`config.mk`:
```
export PLATFORM = sky130hd
export DESIGN_NAME = ddr2_port_arbiter
export DESIGN_NICKNAME = d
export VERILOG_FILES = /design/src/rtl/ddr2_port_arbiter.sv
export SDC_FILE = /design/constraint.sdc
export NUM_CORES = 1
export LEC_CHECK = 0
export ABC_CLOCK_PERIOD_IN_PS = 2400
export CORE_AREA = 2 2 485 487
export CTS_BUF_LIST = sky130_fd_sc_hd__clkbuf_4
export CTS_CLUSTER_SIZE = 40
export DETAILED_ROUTE_END_ITERATION = 6
export DIE_AREA = 0 0 487 489
export PLACE_DENSITY = 0.3
export SLEW_MARGIN = 20
export SYNTH_ARGS = -nofsm -noshare
export SYNTH_HDL_FRONTEND = slang
export SYNTH_SLANG_ARGS = --single-unit
```
`constraint.sdc`:
```
create_clock -name ddr2_clk -period 2.4 [get_ports ddr2_clk]
set_input_delay 0.48 -clock ddr2_clk [delete_from_list [all_inputs] [get_ports ddr2_clk]]
set_output_delay 0.48 -clock ddr2_clk [all_outputs]
set_load 0.005 [all_outputs]
```
`src/rtl/ddr2_port_arbiter.sv`:
```
// ddr2_port_arbiter
//   Shares one DDR2 user port between two sequential clients (c0, c1).
//   Round-robin grant, held for one burst of up to MAX_BURST acks. Read-return
//   beats go to the client that issued the reads. The grant is not handed to
//   the other client until every outstanding read beat has come back.
// Ports
//   ddr2_clk, RST       clock (posedge) and asynchronous active-low reset
//   c_req/c_read/c_fin  per-client request, read flag, end-of-burst hint
//   c_addr/c_data_write/c_mask  {c1,c0} packed request payloads
//   c_ack/c_valid       per-client ack and read-data valid
//   c_data_read         read data, broadcast to both clients
//   m_*                 DDR2 user-port side
//   owner               current or last grantee
//   err_stray           sticky flag: read beat arrived with nothing outstanding
module ddr2_port_arbiter #(
   parameter int MAX_BURST      = 16,
   parameter int BEATS_PER_READ = 2,
   parameter int OUTST_W        = 6
) (
   input  logic         ddr2_clk,
   input  logic         RST,
   input  logic [1:0]   c_req,
   input  logic [1:0]   c_read,
   input  logic [1:0]   c_fin,
   input  logic [61:0]  c_addr,
   input  logic [511:0] c_data_write,
   input  logic [63:0]  c_mask,
   output logic [1:0]   c_ack,
   output logic [1:0]   c_valid,
   output logic [127:0] c_data_read,
   output logic         m_req,
   input  logic         m_ack,
   output logic [30:0]  m_addr,
   output logic         m_read,
   output logic [255:0] m_data_write,
   output logic [31:0]  m_mask,
   input  logic         m_valid,
   input  logic [127:0] m_data_read,
   output logic         owner,
   output logic         err_stray
);

   localparam int BW = $clog2(MAX_BURST) + 1;
   localparam int SW = OUTST_W + 2;   // headroom so the add never wraps before saturation
   localparam logic [SW-1:0] OMAX = SW'((1 << OUTST_W) - 1);

   typedef enum logic [1:0] {IDLE = 2'd0, GRANT = 2'd1, DRAIN = 2'd2} state_t;

   state_t             state_q;
   logic               owner_q;
   logic               rr_q;
   logic [BW-1:0]      burst_q;
   logic [OUTST_W-1:0] outst_q;
   logic [OUTST_W-1:0] outst_d;
   logic               err_q;

   logic               in_grant;
   logic               ack_eff;
   logic               beat_ok;
   logic               rel;
   logic [SW-1:0]      sum;

   assign in_grant = (state_q == GRANT);
   // acks only mean something while we are presenting a request
   assign ack_eff  = in_grant & m_ack;
   // a beat with nothing outstanding belongs to nobody
   assign beat_ok  = m_valid & (outst_q != '0);

   // payload muxes follow the owner; m_req is what gates them at the port
   assign m_addr       = owner_q ? c_addr[61:31]          : c_addr[30:0];
   assign m_read       = owner_q ? c_read[1]              : c_read[0];
   assign m_data_write = owner_q ? c_data_write[511:256]  : c_data_write[255:0];
   assign m_mask       = owner_q ? c_mask[63:32]          : c_mask[31:0];
   assign m_req        = in_grant & c_req[owner_q];

   assign c_ack       = ack_eff ? (owner_q ? 2'b10 : 2'b01) : 2'b00;
   assign c_valid     = beat_ok ? (owner_q ? 2'b10 : 2'b01) : 2'b00;
   assign c_data_read = m_data_read;

   assign owner     = owner_q;
   assign err_stray = err_q;

   // issue and return are both applied in the same cycle, then clamped
   always_comb begin
      sum = SW'(outst_q);
      if (ack_eff && m_read) sum = sum + SW'(BEATS_PER_READ);
      if (beat_ok)           sum = sum - SW'(1);
      outst_d = (sum > OMAX) ? OMAX[OUTST_W-1:0] : sum[OUTST_W-1:0];
   end

   assign rel = (c_fin[owner_q] & ~m_ack) | ~c_req[owner_q] |
                (m_ack & (burst_q == BW'(MAX_BURST - 1)));

   always_ff @(posedge ddr2_clk or negedge RST) begin
      if (!RST) begin
         state_q <= IDLE;
         owner_q <= 1'b0;
         rr_q    <= 1'b0;
         burst_q <= '0;
         outst_q <= '0;
         err_q   <= 1'b0;
      end else begin
         outst_q <= outst_d;
         if (m_valid && outst_q == '0) err_q <= 1'b1;
         case (state_q)
            IDLE: begin
               burst_q <= '0;
               if (c_req[rr_q]) begin
                  owner_q <= rr_q;
                  state_q <= GRANT;
               end else if (c_req[~rr_q]) begin
                  owner_q <= ~rr_q;
                  state_q <= GRANT;
               end
            end
            GRANT: begin
               if (m_ack) burst_q <= burst_q + BW'(1);
               if (rel) begin
                  rr_q    <= ~owner_q;
                  state_q <= (outst_d == '0) ? IDLE : DRAIN;
               end
            end
            DRAIN: begin
               if (outst_d == '0) state_q <= IDLE;
            end
            default: state_q <= IDLE;
         endcase
      end
   end

endmodule

```
# After elaboration in Yosys (flattened, before gate mapping)
# Cells that the tools add are included.
# classes
n_eq_ne	7
magnitude_cmp	4
n_bitwise	11
n_addsub	3
muxes	28
reduce_logical	12
# op_table
operator	count
256-bit 2-to-1 mux	1
32-bit 2-to-1 mux	1
31-bit 2-to-1 mux	1
2-bit 2-to-1 mux	8
6-bit logical NOT	2
1-bit 2-to-1 mux	11
5-bit one-hot mux with 2 select lines	1
8-bit by 6-bit > comparator with 1-bit output (second input constant)	1
8-bit 2-to-1 mux	1
8-bit by 1-bit subtractor with 8-bit output (second input constant)	1
6-bit by 2-bit adder with 7-bit output (second input constant)	1
7-bit 2-to-1 mux	1
1-bit by 2-bit < comparator with 1-bit output (second input constant)	3
6-bit 2-to-1 mux	1
2-bit one-hot mux with 3 select lines	1
2-bit AND reduction	3
6-bit nonzero test	1
5-bit by 1-bit adder with 5-bit output (second input constant)	1
1-bit AND	5
5-bit by 4-bit equality test with 1-bit output (second input constant)	1
5-bit 2-to-1 mux	1
2-bit inequality test (second input constant)	2
1-bit NOT	4
2-bit nonzero test	2
8 further kinds	10
# word_totals
reg_bits	16
inputBits	776

# Longest topological paths before layout
# depth
depth_word	12
mapped_depth	9
mapped_depth_nobuf	8

# Least setup slack after synthesis
# OpenSTA, ideal clock, no wires.
# synth_path
path_kind	in2reg
from	input m_ack
to	register state_q[1]
stages	9
required_ns	2.257
setup_time_ns	0.143
path_buffers	1
arrival_ns	2.140
setup_slack_ns	0.116
path_cell_list	buf_2 > nand3b_1 > nor2_2 > xnor2_1 > ha_1 > nand2_2 > mux2_2 > a311oi_2 > a41oi_1
# synth_between
elab_chain_len	11
elab_cells_between_ends	19
cone_classes	add/sub (1); order compare (1); eq/ne (2); mux (6); bitwise (6); reduce/logical (3)
# synth_rtl
item	line	rtl
start, declared	32	input logic m_ack,
1-bit AND	65	assign ack_eff = in_grant & m_ack;
1-bit logical AND	86	if (ack_eff && m_read) sum = sum + SW'(BEATS_PER_READ);
7-bit 2-to-1 mux	86	
8-bit by 1-bit subtractor with 8-bit output	87	if (beat_ok) sum = sum - SW'(1);
8-bit 2-to-1 mux	87	
8-bit by 6-bit > comparator with 1-bit output	88	outst_d = (sum > OMAX) ? OMAX[OUTST_W-1:0] : sum[OUTST_W-1:0];
6-bit 2-to-1 mux	88	
6-bit logical NOT	120, 124	
2-bit 2-to-1 mux	120	state_q <= (outst_d == '0) ? IDLE : DRAIN;
2-bit 2-to-1 mux	118	if (rel) begin
2-bit one-hot mux with 3 select lines	105	case (state_q)
end signal, assigned	120	
end, declared	49	state_t state_q;
# Several ways; a longest one is shown, not always the timed one. The select of a mux whose other input is x is not followed.
# A chain may end at the register's enable or synchronous reset.

# Worst setup path in the final report
# layout_path
from	register owner_q, in the netlist owner
to	output m_data_write[98]
# layout_between
elab_chain_len	1
# layout_rtl
item	line	rtl
start, declared	50	logic owner_q;
start signal, assigned	109	owner_q <= rr_q;
start signal, assigned	112	owner_q <= ~rr_q;
256-bit 2-to-1 mux	72	assign m_data_write = owner_q ? c_data_write[511:256] : c_data_write[255:0];
end, declared	35	output logic [255:0] m_data_write,
# No other way between the ends.

==> flow_metrics.env <==
export IMPL_cts_tree="built"
export IMPL_finalSetupTns_ns=-9.93
export IMPL_syn_area_um2=5900
export IMPL_clock_root_buffer="clkbuf_4"
export IMPL_hold_ws_ns=0.444
export IMPL_hold_path_class="input port to asynchronous set/reset pin"
export IMPL_p_sw_uw=8410
export IMPL_seq_power_share_pct=3.1
export IMPL_drtIter0Drc=326
export IMPL_detail_route_vias_per_cell=2.05
export IMPL_first_global_vias=9640
export IMPL_yosysSeqAreaShare_pct=6.78
export IMPL_violations="setup timing"
export IMPL_period_share_pct=107
export IMPL_hold_viol_final=0
export IMPL_critPathMostFrequentCell="buf_12"
export IMPL_critical_path_class="flip-flop to output port"
export IMPL_cts_buffer_depth=2
export IMPL_drive_gt1_share_pct=44.9
export IMPL_die_x_um=487
export IMPL_rows=178
export IMPL_start_kind="flip-flop"
export IMPL_ys_ff_latch=16
export IMPL_synth_async_reset_ratio_pct=100
export IMPL_power_frac_comb_pct=96.0
export IMPL_drt_wirelength_per_cell_um=36.2
export IMPL_p_leak_uw=0.00737
export IMPL_totalWireLength_um=168000
export IMPL_clock_fmax_mhz=391
export IMPL_multi_input_area_um2=4600
export IMPL_dr_pass1_iters=4
export IMPL_min_period_ns=2.56
export IMPL_synth_enable_flop_cells=0
export IMPL_run_status="finished with violations"
export IMPL_fin_nets=2315
export IMPL_postSynthCellCount=616
export IMPL_antenna_found_initial=160
export IMPL_io_pins=1231
export IMPL_initial_core_util_pct=2.53
export IMPL_clk_transition_reported_paths_ns=0.11
export IMPL_cpMaxStageDelayCell="dfrtp_4"
export IMPL_gp_congestion=0.840
export IMPL_crit_path_start="owner"
export IMPL_worstPathCellList="buf_12 -> buf_12 -> buf_12 -> buf_6 -> buf_16 -> mux2_4 -> buf_6"
export IMPL_final_cell_mix="671 x clkdlybuf4s50_1, 262 x mux2_2, 153 x buf_4"
export IMPL_rsz0062_at_grt="yes"
export IMPL_cts_sinks=16
export IMPL_area_delta_synth_final_pct=245
export IMPL_critical_path_top_delay_family="buffers and inverters"
export IMPL_crit_path_end_kind="output port"
export IMPL_cpPeakStageDelay_ns=0.55
export IMPL_cp_max_fo=9
export IMPL_htreeDepth=1
export IMPL_fin_skew_ns=0.00970
export IMPL_core_area_um2=234000
export IMPL_r2r_start="owner"
export IMPL_grt_usage_pct=13.3
export IMPL_ant_nets=0
export IMPL_drv_slew=0
export IMPL_p_clk_share_pct=1.0
export IMPL_final_area_um2=20400
export IMPL_finalSetupViolations=180
export IMPL_post_dp_hpwl_um=160000
export IMPL_fill_cells=27200
export IMPL_synth_net_count=1396
export IMPL_yosysWarnings=0
export IMPL_cts_made_buffers=3
export IMPL_ir_drop_uv=407
export IMPL_overflow=0
export IMPL_final_common_cell="clkdlybuf4s50_1"
export IMPL_synth_distinct_cells=53
export IMPL_power_density_nw_per_um2=850
export IMPL_cap_violations=0
export IMPL_numPortBuffers=974
export IMPL_syn_area_per_cell_um2=9.59
export IMPL_crit_required_ns=1.92
export IMPL_crit_arrival_ns=2.08
export IMPL_grt_max_degree=27
export IMPL_ys_flop_type="dfrtp_1"
export IMPL_relSlewSlack_pct=69.9
export IMPL_placed_area_um2=18900
export IMPL_p_sw_share_pct=48.6
export IMPL_grt_first_pass_wirelength_um=185000
export IMPL_vias=9493
export IMPL_tightest_slew_ns=0.450
export IMPL_clkLatencyLatePin_ns=0.30
export IMPL_drc=0
export IMPL_dieArea_um2=238000
export IMPL_seqCellArea_um2=404
export IMPL_post_route_worst_setup_slack_ns=-0.160
export IMPL_crit_buf_inv=6
export IMPL_p_int_uw=8900
export IMPL_die_y_um=489
sequential cells by signal, indices dropped and copies added, names as in the netlist:
signal	count
burst_q	5
err_stray	1
outst_q	6
owner	1
rr_q	1
state_q	2
per-layer routing:
metal / share of wire [%] / global-route usage, % / vias up
li1: - / - / 3983
met1: 31 / 12.0 / 4167
met2: 48 / 23.5 / 909
met3: 18 / 10.9 / 362
met4: 2.4 / 1.84 / 72
met5: 0.25 / 0 / -
path summary, 6_finish.rpt:
check / slack (ns) / cells after the start / to
worst max-delay path: -0.16 / 7 / m_data_write[98]
worst min-delay path: 0.44 / 1 / burst_q[1]
worst max register to register: 0.13 / 9 / state_q[1]
worst min register to register: 0.47 / 1 / err_stray
max in group asynchronous: 1.45 / 2 / err_stray
min in group ddr2_clk: 0.47 / 1 / err_stray
power groups by stage:
stage | Clock (µW) | Combinational (µW) | Sequential [µW]
floorplan | 0 | 4470 | 464
detailed placement | 0 | 15300 | 530
CTS | 178 | 17000 | 528
global placement | 0 | 15300 | 532
global route | 191 | 18000 | 546
finish | 170 | 16600 | 529
final cells by class:
cell class / count / share of cell area (%)
timing repair buffer: 1084 / 55.9
multi-input combinational: 423 / 22.6
tap: 3060 / 18.8
sequential: 16 / 1.98
antenna: 34 / 0.418
clock buffer: 4 / 0.147
inverter: 7 / 0.129
what timing repair did:
action,CTS,global route
pin swaps,4,9
endpoints found under the setup margin,293,302
setup buffers,25,12
cloned,11,2
hold buffers,0,0
resized for setup,256,138
worst reg2reg max path: stages, from the launching register on:
cell      delay, ns
dfrtp_4        0.55
buf_4          0.17
mux2i_4        0.18
nor2_4         0.12
xnor2_1        0.16
ha_2           0.23
nand2_2        0.08
mux2_2         0.27
a311oi_2       0.23
a41oi_2        0.14
logic make-up after synthesis:
logic type | share of synthesized area (%)
AO/OA/AOI/OAI | 4.70
buffers and inverters | 19.9
AND/OR/NAND/NOR | 4.51
flip-flops | 6.78
multiplexers | 62.0
adder cells (fa/ha/maj) | 0.848
XOR/XNOR | 1.34
through the flow:
stage	setup slack, ns	instances	utilization, %	total power (µW)
final	-0.160	4628	8.72	17300
after global routing	-0.231	4594	8.68	18700
after CTS	-0.232	4581	8.48	17700
after detailed placement	-0.183	4541	8.09	15800
after global placement	-0.192	4541	8.09	15900
after floorplan	0.116	616	-	4940
cells in the mapped netlist, drive strengths merged (2+ instances only):
cell type  number  area (µm²)
a211oi          2        20.0
a21o            2        15.0
a21oi           3        15.0
a22o            3        26.3
a31oi           3        33.8
and2            2        13.8
and3            2        13.8
buf           143        1040
clkbuf         27         101
dfrtp          16         400
ha              4        50.1
inv             7        26.3
mux2          322        3630
mux2i           2        32.5
nand2          17        66.3
nand3           2        10.0
nand4           2        12.5
nand4b          2        17.5
nor2            8        32.5
nor2b           3        18.8
nor3            4        20.0
nor3b           2        15.0
o21ai           8        40.0
o21bai          3        22.5
o22ai           2        12.5
o31ai           2        20.0
xnor2           6        52.6
xor2            3        26.3
Note: power is estimated with default switching activity, not from simulation.
